==> config.mk <==
export PLATFORM = sky130hd
export DESIGN_NAME = stage_timer_flat
export DESIGN_NICKNAME = d
export VERILOG_FILES = /design/src/rtl/stage_timer_pkg.sv /design/src/rtl/stage_timer_if.sv /design/src/rtl/stage_timer_bcd_sec_counter.sv /design/src/rtl/stage_timer.sv /design/src/flat_wrapper.sv
export SDC_FILE = /design/constraint.sdc
export NUM_CORES = 1
export LEC_CHECK = 0
export ABC_AREA = 1
export BUFFER_PORTS_ARGS = -buffer_cell sky130_fd_sc_hd__buf_2
export CORE_ASPECT_RATIO = 0.9
export CORE_UTILIZATION = 62
export DETAILED_ROUTE_END_ITERATION = 8
export GPL_TIMING_DRIVEN = 0
export HOLD_SLACK_MARGIN = 0.1
export PLACE_DENSITY = 0.81
export SKIP_LAST_GASP = 1
export SYNTH_ARGS = -nofsm -noshare
export SYNTH_HDL_FRONTEND = slang
export SYNTH_SLANG_ARGS = --single-unit
==> constraint.sdc <==
create_clock -name clk -period 2.16 [get_ports clk]
set_input_delay 0.54 -clock clk [delete_from_list [all_inputs] [get_ports clk]]
set_output_delay 0.54 -clock clk [all_outputs]
set_load 0.01 [all_outputs]
==> src/rtl/stage_timer_pkg.sv <==
// Shared definitions for the game stage timer: game state codes, display
// constants and the timer FSM encoding.
package stage_timer_pkg;

    localparam logic [3:0]  ST_MENU          = 4'd0;
    localparam logic [3:0]  ST_STAGE1        = 4'd3;
    localparam logic [3:0]  ST_STAGE2        = 4'd4;
    localparam logic [3:0]  ST_WIN           = 4'd6;

    localparam logic [15:0] RUN_MASK_DEFAULT = 16'h0018;

    localparam logic [3:0]  BCD_DASH         = 4'hA;
    localparam logic [15:0] NUMS_DASH        = {4{BCD_DASH}};
    localparam logic [15:0] BCD_TIME_MAX     = 16'h9959;

    typedef enum logic [1:0] {
        TMR_IDLE,
        TMR_RUN,
        TMR_PAUSE,
        TMR_DONE
    } tmr_state_e;

endpackage

==> src/rtl/stage_timer_if.sv <==
// Bundle between game_play/SevenSegment and the stage timer.
interface stage_timer_if;

    logic [3:0]  state;
    logic        show_best;
    logic [15:0] nums;
    logic        running;
    logic        new_record;
    logic        saturated;

    modport master (
        output state,
        output show_best,
        input  nums,
        input  running,
        input  new_record,
        input  saturated
    );

    modport slave (
        input  state,
        input  show_best,
        output nums,
        output running,
        output new_record,
        output saturated
    );

endinterface

==> src/rtl/stage_timer_bcd_sec_counter.sv <==
// MM:SS BCD incrementer that pins at 99:59 and flags saturation until cleared.
module bcd_sec_counter
    import stage_timer_pkg::*;
(
    input  logic        clk,
    input  logic        rst_n,
    input  logic        inc,
    input  logic        clr,
    output logic [15:0] value,
    output logic        saturated
);

    logic [3:0] min_hi_q, min_hi_d;
    logic [3:0] min_lo_q, min_lo_d;
    logic [3:0] sec_hi_q, sec_hi_d;
    logic [3:0] sec_lo_q, sec_lo_d;
    logic       sat_q, sat_d;

    always_ff @(posedge clk or negedge rst_n) begin
        if (!rst_n) begin
            min_hi_q <= '0;
            min_lo_q <= '0;
            sec_hi_q <= '0;
            sec_lo_q <= '0;
            sat_q    <= 1'b0;
        end else begin
            min_hi_q <= min_hi_d;
            min_lo_q <= min_lo_d;
            sec_hi_q <= sec_hi_d;
            sec_lo_q <= sec_lo_d;
            sat_q    <= sat_d;
        end
    end

    always_comb begin
        min_hi_d = min_hi_q;
        min_lo_d = min_lo_q;
        sec_hi_d = sec_hi_q;
        sec_lo_d = sec_lo_q;
        sat_d    = sat_q;
        if (clr) begin
            min_hi_d = '0;
            min_lo_d = '0;
            sec_hi_d = '0;
            sec_lo_d = '0;
            sat_d    = 1'b0;
        end else if (inc) begin
            // 99:59 is the only value whose carry would ripple out of min_hi.
            if ({min_hi_q, min_lo_q, sec_hi_q, sec_lo_q} == BCD_TIME_MAX) begin
                sat_d = 1'b1;
            end else if (sec_lo_q != 4'd9) begin
                sec_lo_d = sec_lo_q + 4'd1;
            end else begin
                sec_lo_d = '0;
                if (sec_hi_q != 4'd5) begin
                    sec_hi_d = sec_hi_q + 4'd1;
                end else begin
                    sec_hi_d = '0;
                    if (min_lo_q != 4'd9) begin
                        min_lo_d = min_lo_q + 4'd1;
                    end else begin
                        min_lo_d = '0;
                        min_hi_d = min_hi_q + 4'd1;
                    end
                end
            end
        end
    end

    assign value     = {min_hi_q, min_lo_q, sec_hi_q, sec_lo_q};
    assign saturated = sat_q;

endmodule

==> src/rtl/stage_timer.sv <==
// Elapsed-play stopwatch: follows the game state, counts MM:SS while playing,
// freezes on a win and keeps the best time for the seven-segment display.
module stage_timer
    import stage_timer_pkg::*;
#(
    parameter int unsigned CLK_HZ      = 100_000_000,
    parameter logic [15:0] RUN_MASK    = RUN_MASK_DEFAULT,
    parameter logic [3:0]  CLEAR_STATE = ST_MENU,
    parameter logic [3:0]  WIN_STATE   = ST_WIN
) (
    input  logic          clk,
    input  logic          rst_n,
    stage_timer_if.slave  bus
);

    localparam int unsigned     PW        = $clog2(CLK_HZ);
    localparam logic [PW-1:0]   PRESC_MAX = PW'(CLK_HZ - 1);

    tmr_state_e     fsm_q, fsm_d;
    logic [3:0]     state_q;
    logic [PW-1:0]  presc_q, presc_d;
    logic [15:0]    best_q, best_d;
    logic           best_valid_q, best_valid_d;
    logic           new_record_q, new_record_d;

    logic           clear_entry;
    logic           win_entry;
    logic           run_state;
    logic           tick;
    logic [15:0]    cur;
    logic           cur_sat;

    always_ff @(posedge clk or negedge rst_n) begin
        if (!rst_n) begin
            fsm_q        <= TMR_IDLE;
            state_q      <= CLEAR_STATE;
            presc_q      <= '0;
            best_q       <= BCD_TIME_MAX;
            best_valid_q <= 1'b0;
            new_record_q <= 1'b0;
        end else begin
            fsm_q        <= fsm_d;
            state_q      <= bus.state;
            presc_q      <= presc_d;
            best_q       <= best_d;
            best_valid_q <= best_valid_d;
            new_record_q <= new_record_d;
        end
    end

    always_comb begin
        clear_entry = (bus.state == CLEAR_STATE) && (bus.state != state_q);
        win_entry   = (bus.state == WIN_STATE) && (bus.state != state_q);
        run_state   = RUN_MASK[bus.state];

        fsm_d = fsm_q;
        if (clear_entry) begin
            fsm_d = TMR_IDLE;
        end else begin
            case (fsm_q)
                TMR_IDLE: begin
                    if (run_state) fsm_d = TMR_RUN;
                end
                TMR_RUN, TMR_PAUSE: begin
                    if (win_entry)      fsm_d = TMR_DONE;
                    else if (run_state) fsm_d = TMR_RUN;
                    else                fsm_d = TMR_PAUSE;
                end
                TMR_DONE: fsm_d = TMR_DONE;
                default:  fsm_d = TMR_IDLE;
            endcase
        end
    end

    // The prescaler advances on every edge that leaves the FSM in RUN, so the
    // DONE-entry cycle never ticks and the frozen time is the pre-tick value.
    always_comb begin
        presc_d = presc_q;
        tick    = 1'b0;
        if (clear_entry) begin
            presc_d = '0;
        end else if (fsm_d == TMR_RUN) begin
            if (presc_q == PRESC_MAX) begin
                presc_d = '0;
                tick    = 1'b1;
            end else begin
                presc_d = presc_q + 1'b1;
            end
        end
    end

    always_comb begin
        best_d       = best_q;
        best_valid_d = best_valid_q;
        new_record_d = 1'b0;
        if ((fsm_d == TMR_DONE) && (fsm_q != TMR_DONE)
            && (!best_valid_q || (cur < best_q))) begin
            best_d       = cur;
            best_valid_d = 1'b1;
            new_record_d = 1'b1;
        end
    end

    bcd_sec_counter u_cnt (
        .clk       (clk),
        .rst_n     (rst_n),
        .inc       (tick),
        .clr       (clear_entry),
        .value     (cur),
        .saturated (cur_sat)
    );

    always_comb begin
        if (bus.show_best) bus.nums = best_valid_q ? best_q : NUMS_DASH;
        else               bus.nums = cur;
    end

    assign bus.running    = (fsm_q == TMR_RUN);
    assign bus.new_record = new_record_q;
    assign bus.saturated  = cur_sat;

endmodule
==> src/flat_wrapper.sv <==
// flat-port wrapper written by rule: the top's interface ports become plain ports
module stage_timer_flat import stage_timer_pkg::*;
#(
    parameter int unsigned CLK_HZ      = 100_000_000,
    parameter logic [15:0] RUN_MASK    = RUN_MASK_DEFAULT,
    parameter logic [3:0]  CLEAR_STATE = ST_MENU,
    parameter logic [3:0]  WIN_STATE   = ST_WIN
)
  (clk, rst_n, bus_state, bus_show_best, bus_nums, bus_running, bus_new_record, bus_saturated);
  stage_timer_if bus_i ();
  input  logic clk;
  input  logic rst_n;
  input wire logic [$bits(bus_i.state)-1:0] bus_state;
  input wire logic [$bits(bus_i.show_best)-1:0] bus_show_best;
  output wire logic [$bits(bus_i.nums)-1:0] bus_nums;
  output wire logic [$bits(bus_i.running)-1:0] bus_running;
  output wire logic [$bits(bus_i.new_record)-1:0] bus_new_record;
  output wire logic [$bits(bus_i.saturated)-1:0] bus_saturated;
  assign bus_i.state = bus_state;
  assign bus_i.show_best = bus_show_best;
  assign bus_nums = bus_i.nums;
  assign bus_running = bus_i.running;
  assign bus_new_record = bus_i.new_record;
  assign bus_saturated = bus_i.saturated;
  stage_timer #(.CLK_HZ(CLK_HZ), .RUN_MASK(RUN_MASK), .CLEAR_STATE(CLEAR_STATE), .WIN_STATE(WIN_STATE)) u_core (.clk(clk), .rst_n(rst_n), .bus(bus_i));
endmodule
==> summary.md, run 1 <==
| Metric | Value |
|---|---|
| Outcome | finished clean |
| Final slew viol count | 0 |
| Worst Slack Setup Final | 0.0562 ns |
| Clock latency on the worst-skew pair | 0.36 ns |
| Synthesis Warnings | 0 |
| ANT nets after route | 0 |
| Clock share of power | 24.5% |
| Total Nets Final | 663 |
| Register bit count reported by yosys | 68 |
| PortBufs | 24 |
| Die height | 85.1 um |
| Vias/cell | 5.76 |
| Largest net degree at the start of global routing | 69 |
| Final Hold Violating Endpoints | 0 |
| Root Buffer | clkbuf_8 |
| Average wire per standard cell | 14.8 um |
| Final min period | 2.10 ns |
| Most frequent cell after synthesis | nand2_1 |
| Worst r2r path cells | 13 |
| Clk sinks | 68 |
| Die Wd | 94.3 um |
| Least-Margin Pin Slew | 0.874 ns |
| Post-synthesis sequential area ratio | 36.0% |
| Final Skew | 0.0126 ns |
| Area grow syn2layout | 12.2% |
| Critical Path Source Type | input pin |
| GRT Util Overall | 29.5% |
| DR vias | 4187 |
| Number of enable flip-flop cells after synthesis | 0 |
| GP Congestion | 0.924 |
| Avg Inst Size Synth | 8.03 um^2 |
| Switching power | 0.00228 W |
| Power Dens Cells | 1010 nW/um^2 |
| Worst hold slack | 0.287 ns |
| R2R Path End | u_core.best_q[10]$_DFFE_PN0P_ |
| Ports | 26 |
| RR Startpoint | u_core.best_q[15]$_DFFE_PN1P_ |
| Final number of setup-violating endpoints | 0 |
| Gr ovfl total | 0 |
| DRC | 0 |
| Top area cells in the synthesized netlist | dfrtp_1 (32%), nand2_1 (9.7%), ha_1 (7.1%) |
| Most common flop cell mapped by yosys | dfrtp_1 |
| Fmax | 475 MHz |
| Static Leak | 2.50 nW |
| DR pass1 iterations | 5 |
| Crit Path Max Fanout | 10 |
| DRT iter0 DRCs | 310 |
| Worst vdd ir | 0.000806 V |
| Clk slew on worst S/H paths | 0.08 ns |
| TritonCTS Buffers | 9 |
| Cell taking the most area after synthesis | dfrtp_1 |
| Max-Slew Margin vs Limit | 41.7% |
| Core Rows | 29 |
| Post-DP HPWL | 7930 um |
| Tcrit/Tclk final | 97.4% |
| Worst path required time | 1.62 ns |
| CTS tree | built |
| Vias in the first global route | 3977 |
| # diodes | 0 |
| Core box area | 7220 um^2 |
| Post-Syn Nets | 626 |
| Combinational fraction of design power | 42.6% |
| Fraction of layout cells with a size suffix above 1 | 25.4% |
| RSZ-0062 raised after global routing | yes |
| Synth top area share | 31.6% |
| Hold-fix buffers at CTS | 0 |
| Global-route wire length before repair | 18400 um |
| Net Sw Frac | 42.5% |
| Hold Path Class | input pin to async pin |
| Worst setup path class | input pin to output pin |
| Distinct cells, synth | 41 |
| Setup WS pre-CTS | -0.369 ns |
| CP Capture Type | output pin |
| Post-synth ARST share | 100% |
| Initial antenna violation count | 0 |
| CTS H-tree lvls | 3 |
| Reg2Reg Setup Slack | 0.13 ns |
| Cells after Synth | 592 |
| Max Cap Viol | 0 |
| Die area | 8030 um^2 |
| Routed Wire Length | 10800 um |
| Initial Utilization | 65.9% |
| Worst Path Arrival | 1.56 ns |
| Flop pwr share | 32.9% |
| Post-synth top cells | nand2_1 (123), inv_1 (84), dfrtp_1 (60) |
| Synth Cell Area | 4760 um^2 |
| Pint | 0.00309 W |
| CTS max path bufs | 2 |
worst max-delay path: stages:
cell	delay, ns
clkbuf_2	0.26
nand2_4	0.16
inv_1	0.29
a22oi_1	0.14
buf_2	0.17
repair_timing:
| action | CTS | global route |
|---|---|---|
| buffers inserted | 0 | 2 |
| setup endpoints to repair | 16 | 43 |
| gates resized for setup | 2 | 16 |
| pin swaps | 0 | 1 |
stage by stage:
step / setup TNS, ns / std cells / area (um^2) / util, % / total power, W
6_report: 0 / 727 / 5340 / 73.9 / 0.00537
5_1_grt: -0.0629 / 727 / 5340 / 73.9 / 0.00572
4_1_cts: 0 / 725 / 5250 / 72.7 / 0.00533
3_5_place_dp: -3.47 / 709 / 4990 / 69.2 / 0.00400
3_3_place_gp: -3.91 / 709 / 4990 / 69.1 / 0.00393
2_1_floorplan: 0 / 592 / 4760 / - / 0.00347
final cells by class:
cell class	count	area [um^2]
repair buffers	26	138
inverters	91	347
multi-input cells	422	2680
clock inverters	7	124
well taps	93	116
flip-flops and latches	68	1710
clock buffers	9	124
fillers	551	1880
plain buffers	11	101
cells by family after synthesis:
| logic type | after synthesis | synth area share (%) |
|---|---|---|
| AND/OR/NAND/NOR | 294 | 32.5 |
| adder cells (fa/ha/maj) | 27 | 7.10 |
| buffers and inverters | 102 | 9.39 |
| AO/OA/AOI/OAI | 88 | 12.7 |
| flip-flops | 68 | 36.0 |
| XOR/XNOR | 13 | 2.39 |
registers in the layout, indices dropped and copies added, names as in the netlist:
name	flops
u_core.best_q	16
u_core.best_valid_q	1
u_core.bus.new_record	1
u_core.fsm_q	2
u_core.presc_q	27
u_core.state_q	4
u_core.u_cnt.min_hi_q	4
u_core.u_cnt.min_lo_q	4
u_core.u_cnt.saturated	1
u_core.u_cnt.sec_hi_q	4
u_core.u_cnt.sec_lo_q	4
power by group through the flow:
stage / Combinational [W] / Sequential (W) / Clock (W)
floorplan: 0.00175 / 0.00171 / 0
global placement: 0.00216 / 0.00176 / 0
detailed placement: 0.00223 / 0.00177 / 0
CTS: 0.00224 / 0.00175 / 0.00134
global route: 0.00253 / 0.00180 / 0.00139
finish: 0.00229 / 0.00177 / 0.00131
layout by cell type (no fill, tap or decap), types with 4 or more instances in the layout:
master / n
nand2_4: 8
xor2_1: 9
buf_6: 7
inv_1: 84
buf_4: 4
nand2_2: 20
o22ai_1: 10
inv_2: 6
a21oi_1: 10
nor2_2: 4
xnor2_1: 4
o21ai_1: 14
nor4_1: 7
dfrtp_1: 60
o21ai_2: 31
or2_2: 4
a22oi_1: 8
nor2_1: 30
nor3_1: 14
clkbuf_8: 9
dfstp_2: 8
nand3_2: 10
nor2_4: 4
ha_1: 26
buf_2: 25
o21ai_0: 9
nand3_1: 33
nand2_1: 121
nand4_1: 22
worst max-delay path by stage:
stage                                           endpoint                           from  slack [ns]
after floorplan                             bus_nums[11]                  bus_show_best        0.30
after global placement                      bus_nums[11]                  bus_show_best       -0.40
after detailed placement                    bus_nums[11]                  bus_show_best       -0.37
after CTS                 u_core.presc_q[20]$_DFFE_PN0P_  u_core.presc_q[0]$_DFFE_PN0P_        0.01
after global routing      u_core.presc_q[23]$_DFFE_PN0P_  u_core.presc_q[0]$_DFFE_PN0P_       -0.02
final                                       bus_nums[11]                  bus_show_best        0.06
routing by layer:
| layer | global-route usage [%] | share of wire, % |
|---|---|---|
| met1 | 40.7 | 46 |
| met2 | 47.2 | 46 |
| met3 | 5.56 | 6.5 |
| met4 | 8.95 | 1.0 |
| met5 | 0 | 0 |
No activity file was read; power rests on OpenSTA's default activity.
==> run 2, diff against run 1 <==
Settings changed: CORE_UTILIZATION 62 to 69, CTS_BUF_LIST from default to sky130_fd_sc_hd__clkbuf_2 sky130_fd_sc_hd__clkbuf_4 sky130_fd_sc_hd__clkbuf_8, PLACE_DENSITY 0.81 to 0.89.
Clock period 2.16 ns to 2.59 ns, I/O delays scaled along.
==> run 2 against run 1 <==
Global-route usage up 5.2 points. Final cell count down 0.69%. Non-clock buffer count decreased by 2. Die area decreased by 9.9%. Utilization increased by 4.4 points. Hold slack gained 0.11 ns. Clock skew fell by 0.0047 ns. Clock power is 34% lower. Design area shrank 2.8%. Total power fell by 21%. Flip-flop and latch count did not move. Largest cell class unchanged. Largest power group unchanged.
==> summary.md, run 2 (same netlist as run 1, synthesis figures left out) <==
| Metric | Value |
|---|---|
| Pint | 0.00236 W |
| Critical Path Source Type | input pin |
| Net Sw Frac | 44.4% |
| Global-route wire length before repair | 18900 um |
| Root Buffer | clkbuf_8 |
| Clk sinks | 68 |
| Area grow syn2layout | 9.05% |
| Placement Cell Area | 4990 um^2 |
| Clk slew on worst S/H paths | 0.07 ns |
| CTS max path bufs | 2 |
| CTS tree | built |
| Core Rows | 28 |
| GRT Util Overall | 34.7% |
| Worst r2r path cells | 11 |
| Die area | 7230 um^2 |
| Worst Setup EP | bus_nums[15] |
| Final min period | 2.46 ns |
| RR Startpoint | u_core.presc_q[0]$_DFFE_PN0P_ |
| Routed Wire Length | 11500 um |
| Ports | 26 |
| Non-filler instance count after layout | 722 |
| Most frequent cells in the layout | nand2_1 (122), inv_1 (84), dfrtp_1 (60) |
| Max-Slew Margin vs Limit | 41.9% |
| DRT iter0 DRCs | 379 |
| Fraction of layout cells with a size suffix above 1 | 24.1% |
| GRT met2 Usage | 57.3% |
| Max reg flops | 27 |
| Worst setup path class | input pin to output pin |
| # placed instances | 706 |
| Final Hold Violating Endpoints | 0 |
| Power Dens Cells | 820 nW/um^2 |
| Final instance area | 5190 um^2 |
| Worst vdd ir | 0.000470 V |
| CP Capture Type | output pin |
| CTS H-tree lvls | 3 |
| Least-Margin Pin Slew | 0.872 ns |
| TritonCTS Buffers | 9 |
| Max Cap Viol | 0 |
| Hold Path Class | input pin to async pin |
| Final number of setup-violating endpoints | 0 |
| Static Leak | 2.47 nW |
| Outcome | finished clean |
| Vias in the first global route | 4007 |
| R2R Path End | u_core.presc_q[20]$_DFFE_PN0P_ |
| Largest regs | u_core.presc_q (27), u_core.best_q (16) |
| RSZ-0062 raised after global routing | no |
| Die Wd | 89.5 um |
| Worst path required time | 1.94 ns |
| GP Congestion | 0.932 |
| Initial Utilization | 71.8% |
| DRC | 0 |
| ANT nets after route | 0 |
| Vias/cell | 6.03 |
| Gr ovfl total | 0 |
| Worst Path Arrival | 1.81 ns |
| Clock latency on the worst-skew pair | 0.35 ns |
| Die height | 80.8 um |
| Core box area | 6620 um^2 |
| M1 GR Usage | 44.4% |
| Post-DP HPWL | 8370 um |
| Fmax | 407 MHz |
| Total Nets Final | 661 |
| # diodes | 0 |
| Largest net degree at the start of global routing | 69 |
| Hold-fix buffers at CTS | 0 |
| Flop pwr share | 34.6% |
| Top reg by flops | u_core.presc_q |
| Most Crowded Layer GR | met2 |
| DR vias | 4352 |
| Filler cell count | 468 |
| Tcrit/Tclk final | 94.9% |
| Final Skew | 0.00784 ns |
| Clock share of power | 20.4% |
| Crit Path Max Fanout | 10 |
| PortBufs | 24 |
| Reg2Reg Setup Slack | 0.48 ns |
| DR pass1 iterations | 6 |
| Commonest non-fill, non-tap cell in the layout | nand2_1 |
| Setup crit start | bus_show_best |
| Combinational fraction of design power | 45.0% |
| Final slew viol count | 0 |
| Initial antenna violation count | 0 |
| M3 GR Usage | 6.20% |
| Switching power | 0.00189 W |
| Average wire per standard cell | 15.9 um |
[run 2: final cells by class]
cell class	instances	area [um^2]	area share, %
multi-input cells	422	2600	50.1
flip-flops and latches	68	1710	33.0
inverters	91	347	6.68
clock buffers	11	139	2.68
repair buffers	24	123	2.36
well taps	90	113	2.17
plain buffers	11	101	1.95
clock inverters	5	52.6	1.01
[run 2: worst max-delay path, cell delays in order]
cell	delay, ns
clkbuf_2	0.21
nand2_2	0.28
inv_1	0.24
a22oi_1	0.24
buf_2	0.18
[run 2: how the worst min path moves through the flow]
stage | startpoint | end | slack [ns] | cells after the start
2_1_floorplan | rst_n | u_core.best_q[10]$_DFFE_PN0P_ | 0.35 | 0
3_3_place_gp | u_core.best_q[11]$_DFFE_PN1P_ | u_core.best_q[11]$_DFFE_PN1P_ | 0.46 | 2
3_5_place_dp | u_core.best_q[15]$_DFFE_PN1P_ | u_core.best_q[15]$_DFFE_PN1P_ | 0.46 | 2
4_1_cts | rst_n | u_core.state_q[2]$_DFF_PN0_ | 0.44 | 1
5_1_grt | bus_state[3] | u_core.state_q[3]$_DFF_PN0_ | 0.46 | 1
6_report | rst_n | u_core.state_q[2]$_DFF_PN0_ | 0.39 | 1
[run 2: power groups by stage]
stage	logic (W)	registers (W)	clock network, W
global placement	0.00181	0.00147	0
detailed placement	0.00188	0.00148	0
CTS	0.00189	0.00146	0.000880
finish	0.00191	0.00147	0.000869
global route	0.00209	0.00149	0.000920
floorplan	0.00146	0.00143	0
[run 2: what timing repair did]
item / CTS / global route
buffers inserted: 0 / 0
resized for setup: 2 / 0
endpoints found under the setup margin: 8 / 0
endpoints found under the hold margin: 0 / 0
[run 2: per-stage QoR]
| step | TNS, ns | hold slack, ns | util [%] | setup slack (ns) | power [W] |
|---|---|---|---|---|---|
| after floorplan | 0 | 0.352 | - | 0.516 | 0.00289 |
| after global placement | -1.64 | 0.460 | 75.3 | -0.235 | 0.00328 |
| after detailed placement | -2.19 | 0.464 | 75.4 | -0.323 | 0.00336 |
| after CTS | 0 | 0.442 | 78.3 | 0.156 | 0.00424 |
| after global routing | 0 | 0.457 | 78.3 | 0.0932 | 0.00450 |
| final | 0 | 0.394 | 78.3 | 0.131 | 0.00425 |
[run 2: metal layers]
metal | vias up | wire (um)
li1 | 2036 | -
met1 | 2098 | 4770
met2 | 181 | 5540
met3 | 37 | 857
met4 | 0 | 290
met5 | - | 0
